### config.mk
export PLATFORM = sky130hd
export DESIGN_NAME = aes_round_sched
export DESIGN_NICKNAME = d
export VERILOG_FILES = /design/src/rtl/aes_pkg.sv /design/src/rtl/aes_round_cnt.sv /design/src/rtl/aes_round_sched.sv
export SDC_FILE = /design/constraint.sdc
export NUM_CORES = 1
export LEC_CHECK = 0
export CAP_MARGIN = 20
export CORE_AREA = 2 2 349 351
export CTS_CLUSTER_SIZE = 28
export DETAILED_ROUTE_END_ITERATION = 8
export DIE_AREA = 0 0 351 353
export GPL_TIMING_DRIVEN = 0
export SYNTH_ARGS = -nofsm -noshare
export SYNTH_HDL_FRONTEND = slang
export SYNTH_SLANG_ARGS = --single-unit
export TNS_END_PERCENT = 30
### constraint.sdc
create_clock -name clk -period 1.5 [get_ports clk]
set_input_delay 0.15 -clock clk [delete_from_list [all_inputs] [get_ports clk]]
set_output_delay 0.15 -clock clk [all_outputs]
set_load 0.02 [all_outputs]
### src/rtl/aes_pkg.sv
// Shared definitions for the AES-128 round scheduler: default round count,
// round-index width, FSM state encoding and the 128-bit block type.
package aes_pkg;

    localparam int NR_DEF = 10;
    localparam int RW_DEF = 4;

    typedef enum logic [1:0] {
        ST_IDLE  = 2'd0,
        ST_ROUND = 2'd1,
        ST_DONE  = 2'd2
    } state_t;

    typedef logic [127:0] block_t;

endpackage

### src/rtl/aes_round_cnt.sv
// Round counter for the AES scheduler. Loads 1 when a block is accepted,
// steps once per round, saturates at NR and raises a registered terminal
// flag while the count equals NR. Clear returns the counter to 0.
module aes_round_cnt
    import aes_pkg::*;
#(
    parameter int NR = NR_DEF,
    parameter int RW = RW_DEF
) (
    input  logic          clk,
    input  logic          rst,
    input  logic          clr,
    input  logic          load,
    input  logic          inc,
    output logic [RW-1:0] count,
    output logic          last
);

    // Count and terminal flag advance together so last never lags count.
    always_ff @(posedge clk) begin
        if (rst || clr) begin
            count <= '0;
            last  <= 1'b0;
        end else if (load) begin
            count <= RW'(1);
            last  <= (NR == 1);
        end else if (inc && !last) begin
            count <= count + RW'(1);
            last  <= ((count + RW'(1)) == RW'(NR));
        end
    end

endmodule

### src/rtl/aes_round_sched.sv
// Iterative AES-128 round scheduler. Holds the cipher state and the previous
// round key, feeds them to an external combinational round datapath and
// writes back its result once per clock until NR rounds are done.
// Optional feature: define AES_SCHED_ABORT_EN to add the abort input, which
// cancels an in-flight block without producing a result.
module aes_round_sched
    import aes_pkg::*;
#(
    parameter int NR = NR_DEF,
    parameter int RW = RW_DEF
) (
    input  logic          clk,
    input  logic          rst,
`ifdef AES_SCHED_ABORT_EN
    input  logic          abort,
`endif
    input  logic          in_valid,
    output logic          in_ready,
    input  logic [127:0]  plain_text,
    input  logic [127:0]  key,
    output logic          out_valid,
    input  logic          out_ready,
    output logic [127:0]  cipher_text,
    output logic [127:0]  dp_state_in,
    output logic [127:0]  dp_key_in,
    output logic [RW-1:0] dp_round,
    output logic          dp_final,
    input  logic [127:0]  dp_state_out,
    input  logic [127:0]  dp_key_out,
    output logic          busy
);

    state_t state;
    block_t state_reg;
    block_t key_reg;
    logic   accept;
    logic   abort_hit;
    logic   cnt_clr;
    logic   cnt_inc;
    logic   round_last;

    // Handshake and counter control derived from the current state.
    // NOTE: every signal written here gets a value on every path, so no latch is inferred.
    always_comb begin
        accept  = in_valid && in_ready;
`ifdef AES_SCHED_ABORT_EN
        abort_hit = abort && (state != ST_IDLE);
`else
        abort_hit = 1'b0;
`endif
        cnt_inc = (state == ST_ROUND);
        cnt_clr = ((state == ST_ROUND) && round_last) || abort_hit;
    end

    aes_round_cnt #(
        .NR (NR),
        .RW (RW)
    ) u_round_cnt (
        .clk   (clk),
        .rst   (rst),
        .clr   (cnt_clr),
        .load  (accept),
        .inc   (cnt_inc),
        .count (dp_round),
        .last  (round_last)
    );

    // Main FSM: state, datapath registers and all handshake outputs.
    // NOTE: non-blocking assignments so every register sees pre-edge values.
    always_ff @(posedge clk) begin
        if (rst || abort_hit) begin
            state       <= ST_IDLE;
            state_reg   <= '0;
            key_reg     <= '0;
            in_ready    <= 1'b1;
            out_valid   <= 1'b0;
            busy        <= 1'b0;
            cipher_text <= '0;
        end else begin
            case (state)
                ST_IDLE: begin
                    if (accept) begin
                        state_reg <= plain_text ^ key;
                        key_reg   <= key;
                        state     <= ST_ROUND;
                        in_ready  <= 1'b0;
                        busy      <= 1'b1;
                    end
                end
                ST_ROUND: begin
                    state_reg <= dp_state_out;
                    key_reg   <= dp_key_out;
                    if (round_last) begin
                        state       <= ST_DONE;
                        out_valid   <= 1'b1;
                        cipher_text <= dp_state_out;
                    end
                end
                ST_DONE: begin
                    if (out_ready) begin
                        state       <= ST_IDLE;
                        out_valid   <= 1'b0;
                        cipher_text <= '0;
                        in_ready    <= 1'b1;
                        busy        <= 1'b0;
                    end
                end
                default: begin
                    state    <= ST_IDLE;
                    in_ready <= 1'b1;
                    busy     <= 1'b0;
                end
            endcase
        end
    end

    assign dp_state_in = state_reg;
    assign dp_key_in   = key_reg;
    assign dp_final    = round_last;

endmodule

After elaboration in Yosys (flattened, before gate mapping)
Cells that the tools add are included.
{"block": "word_totals", "ff_bits": 394, "in_bits": 516, "output_inout_bits": 392, "word_cells": 54}
{"block": "op_classes", "addsub": 1, "n_eq_ne": 6, "n_mux": 21, "bitwise_logic": 2, "reduce_logical": 14}
{"cell": "case mux 128 bit (2 select lines)", "n": 3}
{"cell": "2-to-1 mux 128 bit", "n": 4}
{"cell": "bitwise XOR 128 bit", "n": 1}
{"cell": "AND reduction 3 bit", "n": 3}
{"cell": "2-to-1 mux 1 bit", "n": 7}
{"cell": "2-to-1 mux 2 bit", "n": 3}
{"cell": "!= test 2 bit (second input constant)", "n": 3}
{"cell": "case mux 1 bit (3 select lines)", "n": 2}
{"cell": "case mux 2 bit (3 select lines)", "n": 1}
{"cell": "nonzero test 2 bit", "n": 3}
{"cell": "adder 4 x 1 -> 4 bit (second input constant)", "n": 1}
{"cell": "== test 4 bit (second input constant)", "n": 1}
{"cell": "logical AND 1 bit", "n": 3}
{"cell": "== test 2 x 1 -> 1 bit (second input constant)", "n": 1}
{"cell": "== test 2 bit (second input constant)", "n": 1}
{"cell": "logical NOT 2 bit", "n": 1}
{"cell": "case mux 1 bit (2 select lines)", "n": 1}
{"cell": "AND reduction 2 bit", "n": 1}
{"cell": "OR reduction 2 bit", "n": 1}
{"cell": "logical NOT 1 bit", "n": 1}
{"cell": "logical OR 1 bit", "n": 1}
{"cell": "inverter 1 bit", "n": 1}

Depth between registers and ports, before layout
{"block": "depth", "word_depth": 4, "mapped_depth": 6, "mapped_depth_nobuf": 4}

Hierarchy
A second synthesis with hierarchy kept.
{"block": "unflattened", "cells_unflattened": 1646, "hier_area_um2": 16430.8}
{"module": "aes_round_sched", "n_inst": 1, "cells_per_inst": 1617, "area_per_inst_um2": 16170.5, "seq_area_each_um2": 7787.5}
{"module": "aes_round_cnt", "n_inst": 1, "cells_per_inst": 29, "area_per_inst_um2": 260.2, "seq_area_each_um2": 100.1}

Worst setup path before layout
No wires, ideal clock.
{"block": "synth_timing", "kind": "register to register", "startpoint": "register in_ready", "endpoint": "register key_reg[115], in the netlist dp_key_in[115]", "setup_time_ns": 0.147, "t_arrival_ns": 1.353, "required_ns": 1.353, "setup_slack_ns": 0.000, "stages_incl_launch_ff": 6, "n_path_buf": 2, "period_less_slack_ns": 1.500, "cell_sequence": "dfxtp_1 -> a21oi_1 -> nor2_1 -> buf_2 -> buf_2 -> a311oi_2"}
{"block": "synth_via", "elab_chain_cells": 3}
{"item": "start, declared", "line_no": "aes_round_sched.sv:18", "rtl": "output logic in_ready,"}
{"item": "start signal, assigned", "line_no": "aes_round_sched.sv:75", "rtl": "in_ready <= 1'b1;"}
{"item": "start signal, assigned", "line_no": "aes_round_sched.sv:86", "rtl": "in_ready <= 1'b0;"}
{"item": "start signal, assigned", "line_no": "aes_round_sched.sv:104", "rtl": "in_ready <= 1'b1;"}
{"item": "logical AND 1 bit", "line_no": "aes_round_sched.sv:45", "rtl": "accept = in_valid && in_ready;"}
{"item": "!= test 2 bit (no source line)"}
{"item": "AND reduction 2 bit (no source line)"}
{"item": "end signal, assigned", "line_no": "aes_round_sched.sv:84", "rtl": "key_reg <= key;"}
{"item": "end signal, assigned", "line_no": "aes_round_sched.sv:92", "rtl": "key_reg <= dp_key_out;"}
{"item": "end, declared", "line_no": "aes_round_sched.sv:35", "rtl": "block_t key_reg;"}
No other way between the ends.
A chain may end at the register's enable or synchronous reset.

Final worst setup path
{"block": "layout_timing", "startpoint": "register state[0]", "endpoint": "register key_reg[106], in the netlist dp_key_in[106]"}
{"block": "layout_via", "elab_chain_cells": 3, "elab_cells_between_ends": 6, "classes_between": "eq/ne: 2; mux: 1; reduce/logical: 3"}
{"item": "start, declared", "line_no": "aes_round_sched.sv:33", "rtl": "state_t state;"}
{"item": "start signal, assigned", "line_no": "aes_round_sched.sv:72", "rtl": "state <= ST_IDLE;"}
{"item": "start signal, assigned", "line_no": "aes_round_sched.sv:85", "rtl": "state <= ST_ROUND;"}
{"item": "start signal, assigned", "line_no": "aes_round_sched.sv:94", "rtl": "state <= ST_DONE;"}
{"item": "== test 2 x 1 -> 1 bit or logical NOT 2 bit (tied branches)", "line_no": "aes_round_sched.sv:80", "rtl": "case (state)"}
{"item": "nonzero test 2 bit (no source line) or != test 2 bit (tied branches)"}
{"item": "AND reduction 2 bit (no source line)"}
Several ways; a longest one is shown, not always the timed one.

==> results.json <==
{
  "hold_end": "dp_key_in[12]",
  "wl_um": 139000,
  "min_path_type": "in2reg",
  "slew_headroom": 0.501,
  "swShare": 0.324,
  "cp_max_fo": 7,
  "fin_ws_ns": -0.199,
  "multiInputGateArea_um2": 9600,
  "drc": 0,
  "num-fill-cells": 13000,
  "comb_power_share": 0.265,
  "cp.arrival_ns": 2.23,
  "yosys_warnings": 0,
  "gr-usage-all-layers": 0.209,
  "synth_area_um2": 17500,
  "dr.first_iter.drc_count": 1878,
  "ir_worst_vdd_v": 0.000660,
  "synth_cell_types": 34,
  "via_per_inst": 4.52,
  "syn_nets": 2586,
  "cts_tree": "built",
  "r2r-start": "state[0]",
  "area_growth_pct": 89.5,
  "clk_pin_slew_ns": 0.06,
  "synthArstFlopShare": 0,
  "setup_viol": 455,
  "rsz0062_at_grt": "true",
  "clk_latency_ns": 0.62,
  "port_buffers": 907,
  "hold_depth": 3,
  "yosysSeqAreaShare": 0.450,
  "clk_path_buf_depth": 3,
  "ys_ff_latch": 394,
  "antenna_found_initial": 48,
  "period_share": 1.13,
  "hold_viol": 0,
  "first_global_vias": 21100,
  "violations": "negative setup slack",
  "vias": 21500,
  "skew_ns": 0.0140,
  "end_kind": "register",
  "rows": 128,
  "core_um2": 121000,
  "fin_util": 0.275,
  "globalplace.congestion": 0.991,
  "power.internal_mw": 23.3,
  "grt_overflow": 0,
  "cts_max_level": 2,
  "cap_violations": 0,
  "worst_slew_pin_slew_ns": 0.748,
  "status": "complete, but fails checks",
  "numCtsBuffers": 50,
  "dieHeight_um": 353,
  "ant_nets": 0,
  "regArea_um2": 7900,
  "ios": 908,
  "syn_inst": 2068,
  "crit_type": "reg2reg",
  "post-place-ws_ns": -2.02,
  "fp.dieW_um": 351,
  "r2r-end": "dp_key_in[106]",
  "wl_per_cell_um": 29.2,
  "p_per_area_nw_per_um2": 1040,
  "cts-root-buf": "clkbuf_16",
  "num-nets-final": 3597,
  "drive_above_1_share": 0.182,
  "first_pass_iters": 5,
  "cts.sink_count": 394,
  "switchingPower_mw": 11.2,
  "hp-start": "dp_key_out[12]",
  "maxSlewViolCount": 0,
  "leakagePower_nw": 13.3,
  "dieArea_um2": 124000,
  "max_freq_mhz": 589,
  "power_frac_seq": 0.343,
  "dp_hpwl_um": 106000,
  "whs_ns": 0.0995,
  "grt_first_pass_wirelength_um": 178000,
  "grt_start_max_net_pins": 13,
  "critPathLaunchType": "register",
  "synth_edf_count": 0,
  "syn_avg_cell_area_um2": 8.47,
  "r2r_slack_ns": -0.20,
  "min_period_ns": 1.70,
  "start_util": 0.145,
  "worstRegToRegCells": 6,
  "clkPwrFrac": 0.391,
  "synth_flop_cell": "dfxtp_1",
  "critical_path_required_ns": 2.03
}
## power by group through the flow
stage | Clock, mW | Combinational [mW] | Sequential [mW]
finish | 13.5 | 9.15 | 11.8
global route | 14.1 | 9.56 | 11.9
CTS | 13.7 | 8.84 | 11.8
detailed placement | 0 | 8.75 | 12.0
global placement | 0 | 8.72 | 12.0
floorplan | 0 | 2.62 | 12.9
## cell usage after synthesis (3+ instances only)
master	number	area (µm²)
o22ai_1	256	1600
a311oi_2	20	300
buf_4	19	143
clkbuf_1	63	236
xor2_1	129	1130
nand3_1	131	656
a311oi_1	108	946
nand2b_1	131	820
nand2_1	386	1450
buf_6	22	248
xnor2_1	3	26.3
dfxtp_1	394	7890
nor2_1	4	15.0
a21oi_1	264	1320
buf_1	8	30.0
buf_2	104	521
## layout make-up
class | instances | share of cell area
buffer | 213 | 0.0660
multi-input combinational | 1455 | 0.289
sequential | 394 | 0.238
clock buffer | 72 | 0.0450
tap | 1625 | 0.0612
inverter | 3 | 0.000339
clock inverter | 21 | 0.00893
antenna | 18 | 0.00136
timing repair buffer | 962 | 0.290
## per-stage QoR
stage / instances / power, mW / instance area (µm²) / setup TNS (ns)
after floorplan: 2068 / 15.5 / 17500 / 0
after CTS: 4726 / 34.3 / 31500 / -79.89
after global placement: 4600 / 20.8 / 28600 / -705.48
after detailed placement: 4600 / 20.8 / 28600 / -579.00
after global routing: 4757 / 35.5 / 33200 / -85.54
final: 4763 / 34.5 / 33200 / -44.26
## per-layer routing
layer  vias up  wire length (µm)  share of wire  global-route usage
met5         -                23        0.00017                   0
met4         4              5880          0.042              0.0851
met3       264             10900          0.078              0.0469
met2      1126             61400           0.44               0.323
met1     10600             60800           0.44               0.278
li1       9517                 -              -                   -
## worst max path at each step
stage | startpoint | end
2_1_floorplan | u_round_cnt.last | cipher_text[64]
3_3_place_gp | rst | cipher_text[4]
3_5_place_dp | in_valid | dp_state_in[60]
4_1_cts | state[0] | dp_key_in[62]
5_1_grt | state[0] | dp_key_in[106]
6_report | state[0] | dp_key_in[106]
## critical path, cell delays in order, from the launching register on
cell,delay [ns]
dfxtp_4,0.37
nor2b_4,0.26
buf_12,0.19
buf_16,0.22
buf_8,0.17
nand2_8,0.07
a311oi_2,0.27
## cells by family after synthesis
group           count (synthesis)  synth area share
compound gates                656             0.241
mux                             1          0.000643
flops                         394             0.450
simple gates                  664             0.173
buf+inv                       219            0.0678
fa+ha+maj                       2           0.00143
xor+xnor                      132            0.0660
## cell usage in the layout, fill, tap and decap left out, types with 7 or more instances in the layout
cell	n
nand2_2	15
buf_2	22
clkbuf_1	24
nand2_1	354
clkbuf_4	19
buf_16	12
buf_8	16
clkdlybuf4s50_1	514
dlymetal6s2s_1	7
xor2_1	129
buf_6	45
bufinv_16	7
a21oi_2	54
a21oi_1	209
o22ai_1	252
clkbuf_16	64
clkinv_2	9
dfxtp_1	389
nand2_4	16
buf_12	44
diode_2	18
buf_4	50
nand3_1	68
a311oi_1	70
nand3_4	18
nand3_2	45
clkdlybuf4s15_1	35
nand2b_1	130
dlygate4sd2_1	346
clkbuf_8	18
a311oi_2	58
clkbuf_2	29
## repair_timing
action	in CTS	in global routing
setup buffers	19	15
resized for setup	724	331
cloned	14	12
hold buffers	0	0
setup endpoints to repair	786	688
pin swaps	30	108
Note: power is estimated with default switching activity, not from simulation.
